<file path="src/rtl/adc_pkg.sv">
// Shared types and constants for the ADC128S022 single-shot SPI driver.
package adc_pkg;

  localparam int unsigned ADC_FRAME_BITS    = 16;
  localparam int unsigned ADC_DATA_BITS     = 12;
  localparam int unsigned ADC_ADDR_BITS     = 3;
  localparam int unsigned ADC_PERIOD_W      = 5;
  localparam int unsigned ADC_SCLK_HALF_DEF = 13;
  localparam logic [ADC_ADDR_BITS-1:0] ADC_CHANNEL_DEF = 3'd0;

  typedef enum logic [1:0] {
    IDLE,
    FRAME,
    DONE
  } adc_state_e;

  // Result word: conversion bits only, leading frame bits forced to zero.
  function automatic logic [ADC_FRAME_BITS-1:0] adc_result(
    input logic [ADC_FRAME_BITS-1:0] shift
  );
    return {{(ADC_FRAME_BITS - ADC_DATA_BITS){1'b0}}, shift[ADC_DATA_BITS-1:0]};
  endfunction

  // DIN bit for a given SCLK period: channel address MSB-first in periods 2..4.
  function automatic logic adc_addr_bit(
    input logic [ADC_ADDR_BITS-1:0] channel,
    input logic [ADC_PERIOD_W-1:0]  period
  );
    logic bit_v;
    bit_v = 1'b0;
    case (period)
      ADC_PERIOD_W'(2): bit_v = channel[2];
      ADC_PERIOD_W'(3): bit_v = channel[1];
      ADC_PERIOD_W'(4): bit_v = channel[0];
      default:          bit_v = 1'b0;
    endcase
    return bit_v;
  endfunction

endpackage

</file>
<file path="src/rtl/adc_sclk_gen.sv">
// SCLK divider: half-period strobes, SCLK level and period index for one frame.
module adc_sclk_gen
  import adc_pkg::*;
#(
  parameter int unsigned SCLK_HALF = ADC_SCLK_HALF_DEF
) (
  input  logic                    clk_in,
  input  logic                    reset,
  input  logic                    enable,
  output logic                    sclk,
  output logic [ADC_PERIOD_W-1:0] period,
  output logic                    fall_tick_c,
  output logic                    rise_tick_c,
  output logic                    done_tick_c
);

  localparam int unsigned CNT_W = $clog2(SCLK_HALF) + 1;
  localparam logic [CNT_W-1:0] CNT_LAST = CNT_W'(SCLK_HALF - 1);
  localparam logic [ADC_PERIOD_W-1:0] PERIODS = ADC_PERIOD_W'(ADC_FRAME_BITS);

  logic [CNT_W-1:0] half_cnt;
  logic             half_tick_c;

  // After the last rising edge one more high half-period closes the frame.
  always_comb begin
    half_tick_c = enable && (half_cnt == CNT_LAST);
    fall_tick_c = half_tick_c && sclk && (period != PERIODS);
    rise_tick_c = half_tick_c && !sclk;
    done_tick_c = half_tick_c && sclk && (period == PERIODS);
  end

  always_ff @(posedge clk_in) begin
    if (reset || !enable) begin
      half_cnt <= '0;
      sclk     <= 1'b1;
      period   <= '0;
    end else begin
      half_cnt <= half_tick_c ? '0 : half_cnt + CNT_W'(1);
      if (fall_tick_c) begin
        sclk <= 1'b0;
      end
      if (rise_tick_c) begin
        sclk   <= 1'b1;
        period <= period + ADC_PERIOD_W'(1);
      end
    end
  end

endmodule

</file>
<file path="src/rtl/adc128s022_driver.sv">
// Single-shot SPI master for the ADC128S022: one 16-SCLK frame per trigger on a fixed channel.
module adc128s022_driver
  import adc_pkg::*;
#(
  parameter int unsigned               SCLK_HALF = ADC_SCLK_HALF_DEF,
  parameter logic [ADC_ADDR_BITS-1:0] CHANNEL   = ADC_CHANNEL_DEF
) (
  input  logic                      clk_in,
  input  logic                      reset,
  input  logic                      start_convert,
  input  logic                      ADC_SDAT,
  output logic                      ADC_SCLK,
  output logic                      ADC_CS_N,
  output logic                      ADC_SADDR,
  output logic [ADC_FRAME_BITS-1:0] data_out
);

  adc_state_e                state;
  logic                      armed;
  logic [ADC_FRAME_BITS-1:0] shift;
  logic [ADC_PERIOD_W-1:0]   period;
  logic                      fall_tick_c;
  logic                      rise_tick_c;
  logic                      done_tick_c;

  adc_sclk_gen #(
    .SCLK_HALF(SCLK_HALF)
  ) u_sclk_gen (
    .clk_in      (clk_in),
    .reset       (reset),
    .enable      (state == FRAME),
    .sclk        (ADC_SCLK),
    .period      (period),
    .fall_tick_c (fall_tick_c),
    .rise_tick_c (rise_tick_c),
    .done_tick_c (done_tick_c)
  );

  // Level-sampled trigger; armed blocks a held-low request from re-firing.
  always_ff @(posedge clk_in) begin
    if (reset) begin
      state     <= IDLE;
      armed     <= 1'b1;
      ADC_CS_N  <= 1'b1;
      ADC_SADDR <= 1'b0;
      shift     <= '0;
      data_out  <= '0;
    end else begin
      if (start_convert) begin
        armed <= 1'b1;
      end
      case (state)
        IDLE: begin
          if (!start_convert && armed) begin
            ADC_CS_N <= 1'b0;
            armed    <= 1'b0;
            shift    <= '0;
            state    <= FRAME;
          end
        end
        FRAME: begin
          if (fall_tick_c) begin
            ADC_SADDR <= adc_addr_bit(CHANNEL, period);
          end
          if (rise_tick_c) begin
            shift <= {shift[ADC_FRAME_BITS-2:0], ADC_SDAT};
          end
          if (done_tick_c) begin
            ADC_CS_N  <= 1'b1;
            ADC_SADDR <= 1'b0;
            data_out  <= adc_result(shift);
            state     <= DONE;
          end
        end
        DONE: begin
          state <= IDLE;
        end
        default: begin
          state <= IDLE;
        end
      endcase
    end
  end

endmodule

</file>
<file path="config.mk">
export PLATFORM = sky130hd
export DESIGN_NAME = adc128s022_driver
export DESIGN_NICKNAME = d
export VERILOG_FILES = /design/src/rtl/adc_pkg.sv /design/src/rtl/adc_sclk_gen.sv /design/src/rtl/adc128s022_driver.sv
export SDC_FILE = /design/constraint.sdc
export NUM_CORES = 1
export LEC_CHECK = 0
export CORE_UTILIZATION = 38
export DETAILED_ROUTE_END_ITERATION = 7
export PLACE_DENSITY = 0.59
export SYNTH_ARGS = -nofsm -noshare
export SYNTH_HDL_FRONTEND = slang
export SYNTH_SLANG_ARGS = --single-unit
</file>
<file path="constraint.sdc">
create_clock -name clk_in -period 1.7 [get_ports clk_in]
set_clock_uncertainty 0.2 [all_clocks]
set_input_delay 0.34 -clock clk_in [delete_from_list [all_inputs] [get_ports clk_in]]
set_output_delay 0.34 -clock clk_in [all_outputs]
set_load 0.1 [all_outputs]
</file>
==> metrics.md <==
| Metric | Value |
|---|---|
| Outcome | finished with violations |
| Failing checks | DRC |
| Power Dens Cells | ~720 nW/µm² |
| Initial Util | 0.4044 |
| Ys flop type | dfxtp_1 |
| Post-synthesis compound-gate area fraction | 0.04772 |
| Ys Warns | 0 |
| Distinct cells, synth | 36 |
| DRC viols | 4 |
| GP Congestion | between 0.6 and 0.7 |
| Fmax | between 600 and 700 MHz |
| Post-synth EDFFs | 0 |
| Synth Area in Simple Gates | 0.2815 |
| Synthesized-area fraction occupied by adder cells | 0.02766 |
| Min-delay worst type | reg -> reg |
| Worst-Skew Late Latency | 0.28 ns |
| # diodes | 0 |
| Synth area leaders | dfxtp_1 43%, mux2i_1 14%, nand2b_1 9.0% |
| Routed wire length | approximately 3400 µm |
| GRT Overall Usage | 0.1481 |
| Rows | 24 |
| Critical Path Start | u_sclk_gen.half_cnt[1] |
| Post-Syn Area | between 1500 and 2000 µm² |
| Hold Crit Start | armed |
| FILL cells | roughly 370 |
| CTS Hold Bufs | 0 |
| Pin count of the biggest net entering global routing | 40 |
| Drt first-iter violations | between 40 and 50 |
| Final Instance Area | around 2400 µm² |
| Minimum clock period after layout | 1.665 ns |
| Cell count after synthesis | about 190 |
| Drt wl/cell | between 10 and 15 µm |
| Final nets | about 220 |
| Flops & latches, synth | 39 |
| Clock Path Buffers | 2 |
| CTS HTree Levels | 2 |
| Total power | ~1.7 mW |
| Arrival time worst endpoint | between 1.5 and 2 ns |
| Vias in the first global route | around 1.3k |
| CP required | 1.71 ns |
| Core ar. | 4474 µm² |
| Ys async rst share | 0 |
| Ports | 23 |
| Hold Violations, Final | 0 |
| Main combinational cell family by area after synthesis | simple AND/OR/NAND/NOR gates |
| Die Width | between 70 and 80 µm |
| Clock transition at path regs | ~0.07 ns |
| Maxcap violations | 0 |
| Placed Area | between 2000 and 2500 µm² |
| Hold depth | 2 |
| Via/cell ratio | 5.038 |
| Antenna violations before repair | 0 |
| Utilization after layout | 0.5394 |
| TritonRoute pass-1 iters | 6 |
| Mux cell area share after synthesis | 0.1383 |
| Crit Path Category | reg -> reg |
| Post-route ant nets | 0 |
| IO Port Bufs | 17 |
| Die footprint | between 5000 and 6000 µm² |
| Final setup viols | 0 |
| Root buf cell | clkbuf_8 |
| Pleak | a little over 0.9 nW |
| DP HPWL | 2390 µm |
| CTS buffer count | 5 |
| Syn avg cell area | 9.780 µm² |
| Most frequent cells after synthesis | 39 x dfxtp_1, 26 x nand2b_1, 25 x mux2i_1, 16 x nand2_1, 12 x nand3b_1 |
| Reg2Reg Depth | 7 |
| Final Cycle Share | 0.9792 |
| Max-slew violations | 0 |
| CTS tree | done |
| Kind of end point of the critical path | flop |
| Layout area overhead | 33.40% |
| Most numerous cell in the Yosys netlist | dfxtp_1 |
| Register area share after synthesis | 0.4315 |
| CP startpoint kind | flop |
| Gr ovfl total | 0 |
| RR Startpoint | u_sclk_gen.half_cnt[1] |
| Clock Sinks | 39 |
| DR vias | 1340 |
| Top-area cell type share of the netlist area | 0.4315 |
| Area leader, netlist | dfxtp_1 |
| Worst-path fanout max | 8 |
| Share of layout cells above drive strength 1 | 0.2477 |
| RSZ-0062 raised after global routing | yes |
| First-pass GRT wire length | slightly below 6000 µm |
| Die H | between 70 and 80 µm |
| XOR/XNOR share of the synthesized area | 0.01452 |
| Worst vdd ir | 764.2 µV |
==> where the power goes <==
part           total (mW)  switching [mW]  internal (mW)
clock network       0.619           0.300          0.318
registers           0.932          0.0104          0.922
logic               0.188           0.122         0.0659
total                1.74           0.433           1.31
==> flip-flops by register name, indices dropped and copies added, names as in the netlist <==
register             flops
data_out                12
shift                   12
u_sclk_gen.half_cnt      5
u_sclk_gen.period        5
state                    2
ADC_CS_N                 1
armed                    1
u_sclk_gen.sclk          1
==> logic make-up (layout without fill, tap and decap cells) <==
family / Yosys count / in the layout
and+or+nand+nor: 79 / 79
DFF: 39 / 39
muxes: 25 / 25
buffers and inverters: 20 / 45
AOI/OAI and AO/OA: 14 / 14
adders and majority gates: 4 / 4
xor gates and xnor gates: 3 / 3
other: 1 / 5
==> cells in the final DEF (no fill, tap or decap), types with 3 or more instances in the layout <==
master | Yosys | final
nand2_1 | 16 | 16
inv_1 | 6 | 4
nand2b_1 | 26 | 25
o31ai_1 | 3 | 3
nand3_1 | 4 | 4
dfxtp_2 | 0 | 4
a21oi_1 | 4 | 4
mux2i_1 | 25 | 25
o21ai_0 | 4 | 3
conb_1 | 1 | 5
clkbuf_8 | 0 | 6
nor2_1 | 6 | 6
buf_12 | 0 | 16
dfxtp_1 | 39 | 34
clkdlybuf4s50_1 | 0 | 3
buf_4 | 5 | 12
nand3b_1 | 12 | 12
==> critical path: stages, from the launching register on <==
cell,delay (ns)
dfxtp_2,0.33
inv_2,0.07
ha_4,0.17
nand2b_4,0.07
nor4_4,0.25
buf_4,0.18
buf_12,0.14
mux2i_1,0.18
==> what timing repair did <==
item | CTS | global route
setup endpoints to repair | 17 | 25
resized for setup | 3 | 10
gates cloned | 0 | 1
pin swaps | 0 | 1
buffers inserted | 0 | 1
==> per-layer routing <==
layer  GRT usage  part of all wire  vias to the layer above
met3     0.03419             0.030                        6
met5           0                 0                        -
met4     0.07111             0.016                        0
met2      0.2382              0.50                       24
li1            -                 -                      683
met1      0.1879              0.45                      627
==> per-stage QoR <==
stage	cells	hold slack (ns)	TNS (ns)	worst slack (ns)
2_1_floorplan	189	0.2297	-2.960	-0.2632
3_3_place_gp	257	0.2527	-3.288	-0.2295
3_5_place_dp	257	0.2588	-4.526	-0.2948
4_1_cts	264	0.2726	0	0.01215
5_1_grt	266	0.3053	-0.1724	-0.04311
6_report	266	0.2698	0	0.03536
==> cell type report <==
cell class,instances,area (µm²),area share
flip-flops and latches,39,789.5,0.3271
well taps,52,65.06,0.02696
clock buffers,6,82.58,0.03421
inverters,6,22.52,0.009331
multi-input cells,130,983.4,0.4075
repair buffers,32,465.4,0.1928
clock inverters,1,5.005,0.002074
==> path summary, 6_finish.rpt <==
check	to	slack, ns
setup / recovery	data_out[0]	0.04
hold / removal	armed	0.27
setup reg to reg	data_out[0]	0.04
hold reg to reg	armed	0.27
Power figures use the tool's default switching activity.
